[src/rtl/uart_pkg.sv]
// Shared UART link definitions: frame state encoding and default framing
// parameters, used by both the transmitter and the receiver so the two ends agree.
package uart_pkg;

    typedef enum logic [1:0] {
        IDLE  = 2'd0,
        START = 2'd1,
        DATA  = 2'd2,
        STOP  = 2'd3
    } uart_state_e;

    localparam int UART_WIDTH        = 8;
    localparam int UART_CLKS_PER_BIT = 8;
    localparam int UART_STOP_BITS    = 1;

endpackage

[src/rtl/uart_baud_cnt.sv]
// Bit-period counter: counts 0..CLKS_PER_BIT-1 and wraps; tick marks the last
// cycle of each bit period. clear holds it at zero (combinational tick, no backpressure).
module uart_baud_cnt #(
    parameter int CLKS_PER_BIT = 8
) (
    input  logic clk,
    input  logic rst_n,
    input  logic clear,
    output logic tick
);

    localparam int CW = (CLKS_PER_BIT > 1) ? $clog2(CLKS_PER_BIT) : 1;
    localparam logic [CW-1:0] LAST = CW'(CLKS_PER_BIT - 1);

    logic [CW-1:0] cnt_q, cnt_d;

    always_comb begin
        cnt_d = cnt_q + CW'(1);
        if (clear || cnt_q == LAST) begin
            cnt_d = '0;
        end
    end

    assign tick = !clear && (cnt_q == LAST);

    always_ff @(posedge clk or negedge rst_n) begin
        if (!rst_n) begin
            cnt_q <= '0;
        end else begin
            cnt_q <= cnt_d;
        end
    end

endmodule

[src/rtl/uart_tx.sv]
// UART transmitter: start bit, WIDTH data bits MSB-first, STOP_BITS stop bits; all outputs
// registered, first start bit one clock after the transfer edge. UART_TX_HOLD_BUF_EN adds a one-word holding register.
module uart_tx
    import uart_pkg::*;
#(
    parameter int WIDTH        = UART_WIDTH,
    parameter int CLKS_PER_BIT = UART_CLKS_PER_BIT,
    parameter int STOP_BITS    = UART_STOP_BITS
) (
    input  logic             clk,
    input  logic             rst_n,
    input  logic             en,
    input  logic [WIDTH-1:0] tx_pi,
    input  logic             tx_valid,
    output logic             tx_ready,
    output logic             tx_so,
    output logic             tx_busy,
    output logic             tx_done
);

    localparam int BCW = $clog2(WIDTH + 1);

    uart_state_e      state_q, state_d;
    logic [WIDTH-1:0] shift_q, shift_d;
    logic [BCW-1:0]   bit_cnt_q, bit_cnt_d;
    logic             tx_so_q, tx_so_d;
    logic             tx_busy_q, tx_busy_d;
    logic             tx_done_q, tx_done_d;
    logic             tx_ready_q, tx_ready_d;
    logic             load;
    logic [WIDTH-1:0] load_dat;
    logic             xfer;
    logic             tick;
`ifdef UART_TX_HOLD_BUF_EN
    logic             hold_vld_q, hold_vld_d;
    logic [WIDTH-1:0] hold_q, hold_d;
`endif

    assign xfer = tx_valid && tx_ready_q && en;

    // Baud counter idles at zero so the start bit always gets a full period.
    uart_baud_cnt #(.CLKS_PER_BIT(CLKS_PER_BIT)) u_baud (
        .clk   (clk),
        .rst_n (rst_n),
        .clear ((state_q == IDLE) || !en),
        .tick  (tick)
    );

    always_comb begin
        state_d   = state_q;
        shift_d   = shift_q;
        bit_cnt_d = bit_cnt_q;
        tx_done_d = 1'b0;
        load      = 1'b0;
        load_dat  = tx_pi;
`ifdef UART_TX_HOLD_BUF_EN
        hold_vld_d = hold_vld_q;
        hold_d     = hold_q;
`endif
        if (!en) begin
            state_d = IDLE;
`ifdef UART_TX_HOLD_BUF_EN
            hold_vld_d = 1'b0;
`endif
        end else begin
            case (state_q)
                IDLE: begin
                    if (xfer) load = 1'b1;
`ifdef UART_TX_HOLD_BUF_EN
                    // tx_ready is low while the holding register is full, so no clash with xfer.
                    if (hold_vld_q) begin
                        load       = 1'b1;
                        load_dat   = hold_q;
                        hold_vld_d = 1'b0;
                    end
`endif
                end
                START: begin
                    if (tick) state_d = DATA;
                end
                DATA: begin
                    if (tick) begin
                        shift_d = shift_q << 1;
                        if (bit_cnt_q == BCW'(1)) begin
                            state_d   = STOP;
                            bit_cnt_d = BCW'(STOP_BITS);
                        end else begin
                            bit_cnt_d = bit_cnt_q - BCW'(1);
                        end
                    end
                end
                STOP: begin
                    if (tick) begin
                        if (bit_cnt_q == BCW'(1)) begin
                            state_d   = IDLE;
                            tx_done_d = 1'b1;
`ifdef UART_TX_HOLD_BUF_EN
                            if (hold_vld_q) begin
                                load       = 1'b1;
                                load_dat   = hold_q;
                                hold_vld_d = 1'b0;
                            end
`endif
                        end else begin
                            bit_cnt_d = bit_cnt_q - BCW'(1);
                        end
                    end
                end
            endcase
            if (load) begin
                state_d   = START;
                shift_d   = load_dat;
                bit_cnt_d = BCW'(WIDTH);
            end
`ifdef UART_TX_HOLD_BUF_EN
            if (xfer && state_q != IDLE) begin
                hold_d     = tx_pi;
                hold_vld_d = 1'b1;
            end
`endif
        end

        tx_so_d = 1'b1;
        case (state_d)
            START:   tx_so_d = 1'b0;
            DATA:    tx_so_d = shift_d[WIDTH-1];
            default: tx_so_d = 1'b1;
        endcase
        tx_busy_d = (state_d != IDLE);
`ifdef UART_TX_HOLD_BUF_EN
        tx_ready_d = en && !hold_vld_d;
`else
        tx_ready_d = en && (state_d == IDLE);
`endif
    end

    always_ff @(posedge clk or negedge rst_n) begin
        if (!rst_n) begin
            state_q    <= IDLE;
            shift_q    <= '0;
            bit_cnt_q  <= '0;
            tx_so_q    <= 1'b1;
            tx_busy_q  <= 1'b0;
            tx_done_q  <= 1'b0;
            tx_ready_q <= 1'b0;
        end else begin
            state_q    <= state_d;
            shift_q    <= shift_d;
            bit_cnt_q  <= bit_cnt_d;
            tx_so_q    <= tx_so_d;
            tx_busy_q  <= tx_busy_d;
            tx_done_q  <= tx_done_d;
            tx_ready_q <= tx_ready_d;
        end
    end

`ifdef UART_TX_HOLD_BUF_EN
    always_ff @(posedge clk or negedge rst_n) begin
        if (!rst_n) begin
            hold_vld_q <= 1'b0;
            hold_q     <= '0;
        end else begin
            hold_vld_q <= hold_vld_d;
            hold_q     <= hold_d;
        end
    end
`endif

    assign tx_so    = tx_so_q;
    assign tx_busy  = tx_busy_q;
    assign tx_done  = tx_done_q;
    assign tx_ready = tx_ready_q;

endmodule

[config.mk]
export PLATFORM = sky130hd
export DESIGN_NAME = uart_tx
export DESIGN_NICKNAME = d
export VERILOG_FILES = /design/src/rtl/uart_pkg.sv /design/src/rtl/uart_baud_cnt.sv /design/src/rtl/uart_tx.sv
export SDC_FILE = /design/constraint.sdc
export NUM_CORES = 1
export LEC_CHECK = 0
export BUFFER_PORTS_ARGS = -buffer_cell sky130_fd_sc_hd__buf_2
export CAP_MARGIN = 20
export CORE_MARGIN = 2
export CORE_UTILIZATION = 49
export CTS_BUF_LIST = sky130_fd_sc_hd__clkbuf_16
export CTS_CLUSTER_SIZE = 28
export DETAILED_ROUTE_END_ITERATION = 10
export GPL_TIMING_DRIVEN = 0
export PLACE_DENSITY_LB_ADDON = 0.12
export SETUP_SLACK_MARGIN = 0.5
export SYNTH_ARGS = -nofsm -noshare
export SYNTH_HDL_FRONTEND = slang
export SYNTH_SLANG_ARGS = --single-unit
[constraint.sdc]
create_clock -name clk -period 1.8 [get_ports clk]
set_clock_uncertainty 0.1 [all_clocks]
set_input_delay 0.27 -clock clk [delete_from_list [all_inputs] [get_ports clk]]
set_output_delay 0.27 -clock clk [all_outputs]
set_load 0.01 [all_outputs]
==> flow_summary.toml <==
[clocking]
cts_made_buffers = 3
clock_latency_ns = 0.25
cts.sinks = 21
h-tree-depth = 1
path_clk_slew_ns = 0.06
clockBufferDepth = 2
cts_tree = "built"
cts-root-buf = "clkbuf_16"

[logic_synthesis]
synthDistinctLibCells = 36
synth_area_um2 = 1026
avgSynthCellArea_um2 = 10.26
ys_seq_area_share_pct = 51.34
syn-instance-count = 100
async_reset_ff_share_pct = 100.0
synth_edf_count = 0
ys_ff_latch = 21
synth_nets = 116
synthFlopType = "dfrtp_1"
synth_warnings = 0

[power]
power.leakage_nw = 0.6739
peakVddDrop_mv = 0.6960
finalPower_mw = 1.570
p_per_area_nw_per_um2 = 1091

[global_routing]
grt_pass1_wl_um = 3898
grt_max_degree = 22
antenna_found_initial = 0
grt_pass1_vias = 873
grt_overflow_total = 0
gr-usage-all-layers_pct = 20.70

[setup_path]
critPathLaunchType = "register"
required_ns = 1.89
slowest_stage = "dfrtp_1"
path_cells = "ha_2, ha_4, and4b_1, clkbuf_8, a32oi_4, nand4_1, o21ba_1"
crit_arrival_ns = 1.91
rrSetupSlack_ns = -0.02
cp_max_fo = 3
cp-end-kind = "register"
max_stage_delay_ns = 0.39
critPathKind = "register to register"

[floorplan]
die_width_um = 49.76
num_rows = 16
ios = 16
start_util_pct = 52.30
core_area_um2 = 1962
dieArea_um2 = 2476
die_h_um = 49.76

[final_layout]
synthToLayoutAreaGrowth_pct = 40.24
drive_above_1_share_pct = 44.62
final_cell_mix = "dfrtp_1 (19), buf_2 (16), nand2_1 (10)"
regArea_um2 = 528.0
n_antenna_cell = 0
final_nets = 147
multi_input_area_um2 = 583.1
final_common_cell = "dfrtp_1"
nFillCells = 144

[routing]
via_per_inst = 5.752
first_pass_iters = 4
num_vias = 903
wl_per_cell_um = 15.27
drt.antenna.violating_nets = 0
finalWirelength_um = 2397
drcViolationCount = 0
drt_iter0_drc = 30

[placement]
dp.final_hpwl_um = 1401
port_buffers = 15
gp_congestion = 0.8519
dp_slack_ns = -0.07067

[worst_hold_path]
min_path_type = "primary input to register"

[outcome]
status = "complete, but fails checks"
violations = "negative setup slack"

[sta]
setup_viol = 1
slew_headroom_pct = 68.88
hold_viol_final = 0
fin_ws_ns = -0.01799
finalMaxSlewViolations = 0
rsz0062_at_grt = "yes"
tightest_slew_ns = 0.4668
max_freq_mhz = 550.1
fin_crit_sh_pct = 101.0
finalCriticalPeriod_ns = 1.818

[flow_run]
maxCapViolCount = 0
metrics by stage:
step / instances / area [um2] / utilization, % / TNS, ns / hold slack, ns
6_report: 157 / 1439 / 73.34 / -0.01799 / 0.1067
5_1_grt: 157 / 1439 / 73.34 / -0.2079 / 0.1483
4_1_cts: 155 / 1388 / 70.73 / 0 / 0.1103
3_5_place_dp: 142 / 1162 / 59.25 / -0.1836 / 0.1512
3_3_place_gp: 142 / 1162 / 59.25 / -0.1036 / 0.1476
2_1_floorplan: 100 / 1054 / - / 0 / -0.1256
synthesized netlist by cell type (2+ instances only):
cell	count	share of area [%]
nor2_1	8	2.9
a31oi_1	7	4.3
nand2_1	18	6.6
and2_1	4	2.4
dfrtp_1	20	49
nand3_1	2	0.98
o21ai_0	3	1.5
inv_1	4	1.5
nor3_1	2	0.98
ha_1	4	4.9
clkbuf_1	2	0.73
a21o_1	2	1.5
logic make-up (layout without fill, tap and decap cells):
family | after synthesis | after routing | synth area share, %
AND/OR/NAND/NOR | 44 | 44 | 22.20
flip-flops | 21 | 21 | 51.34
buffers and inverters | 7 | 37 | 2.682
AO/OA/AOI/OAI | 24 | 24 | 18.90
adder cells (fa/ha/maj) | 4 | 4 | 4.878
routing by layer:
metal / global-route usage (%) / vias to the layer above / part of all wire, %
met2: 36.44 / 28 / 51
met1: 25.05 / 444 / 44
li1: - / 427 / -
met4: 8.796 / 0 / 1.2
met3: 3.030 / 4 / 3.2
met5: 0 / - / 0
flip-flops by register name, summed over array words and instances, names as in the netlist:
name / cells
shift_q: 8
state_q: 2
u_baud.cnt_q: 3
tx_so: 1
tx_ready: 1
tx_busy: 1
bit_cnt_q: 4
tx_done: 1
layout make-up:
cell class	instances	area share (%)
flip-flops and latches	21	36.70
plain buffers	3	1.652
clock inverters	1	0.3478
well taps	27	2.348
repair buffers	26	12.17
clock buffers	3	5.217
multi-input cells	72	40.52
inverters	4	1.043
critical path: cells and delay by family (launching register included):
kind                     cells  cell delay (ns)
buffers and inverters        1             0.14
adder cells (fa/ha/maj)      2             0.37
flip-flops                   1             0.39
AO/OA/AOI/OAI                2             0.40
AND/OR/NAND/NOR              2             0.35
where the power goes:
part,total (mW),switching [mW],internal [mW]
combinational,0.434,0.202,0.232
sequential,0.667,0.0932,0.574
clock,0.469,0.171,0.298
worst paths after layout:
path,depth (start not counted),to,from
max,7,tx_so$_DFF_PN1_,u_baud.cnt_q[0]$_DFF_PN0_
max in group asynchronous,2,bit_cnt_q[0]$_DFFE_PN0P_,rst_n
min reg2reg,1,u_baud.cnt_q[0]$_DFF_PN0_,u_baud.cnt_q[0]$_DFF_PN0_
min,3,shift_q[0]$_DFFE_PN0P_,tx_pi[0]
max reg2reg,7,tx_so$_DFF_PN1_,u_baud.cnt_q[0]$_DFF_PN0_
min in group asynchronous,2,tx_done$_DFF_PN0_,rst_n
timing repair:
| item | 4_1_cts | 5_1_grt |
|---|---|---|
| hold endpoints to repair | 20 | 0 |
| pin swaps | 13 | 7 |
| hold buffers | 1 | 0 |
| buffers inserted | 8 | 2 |
| resized for setup | 18 | 9 |
| setup endpoints to repair | 18 | 21 |
Note: power is estimated with default switching activity, not from simulation.
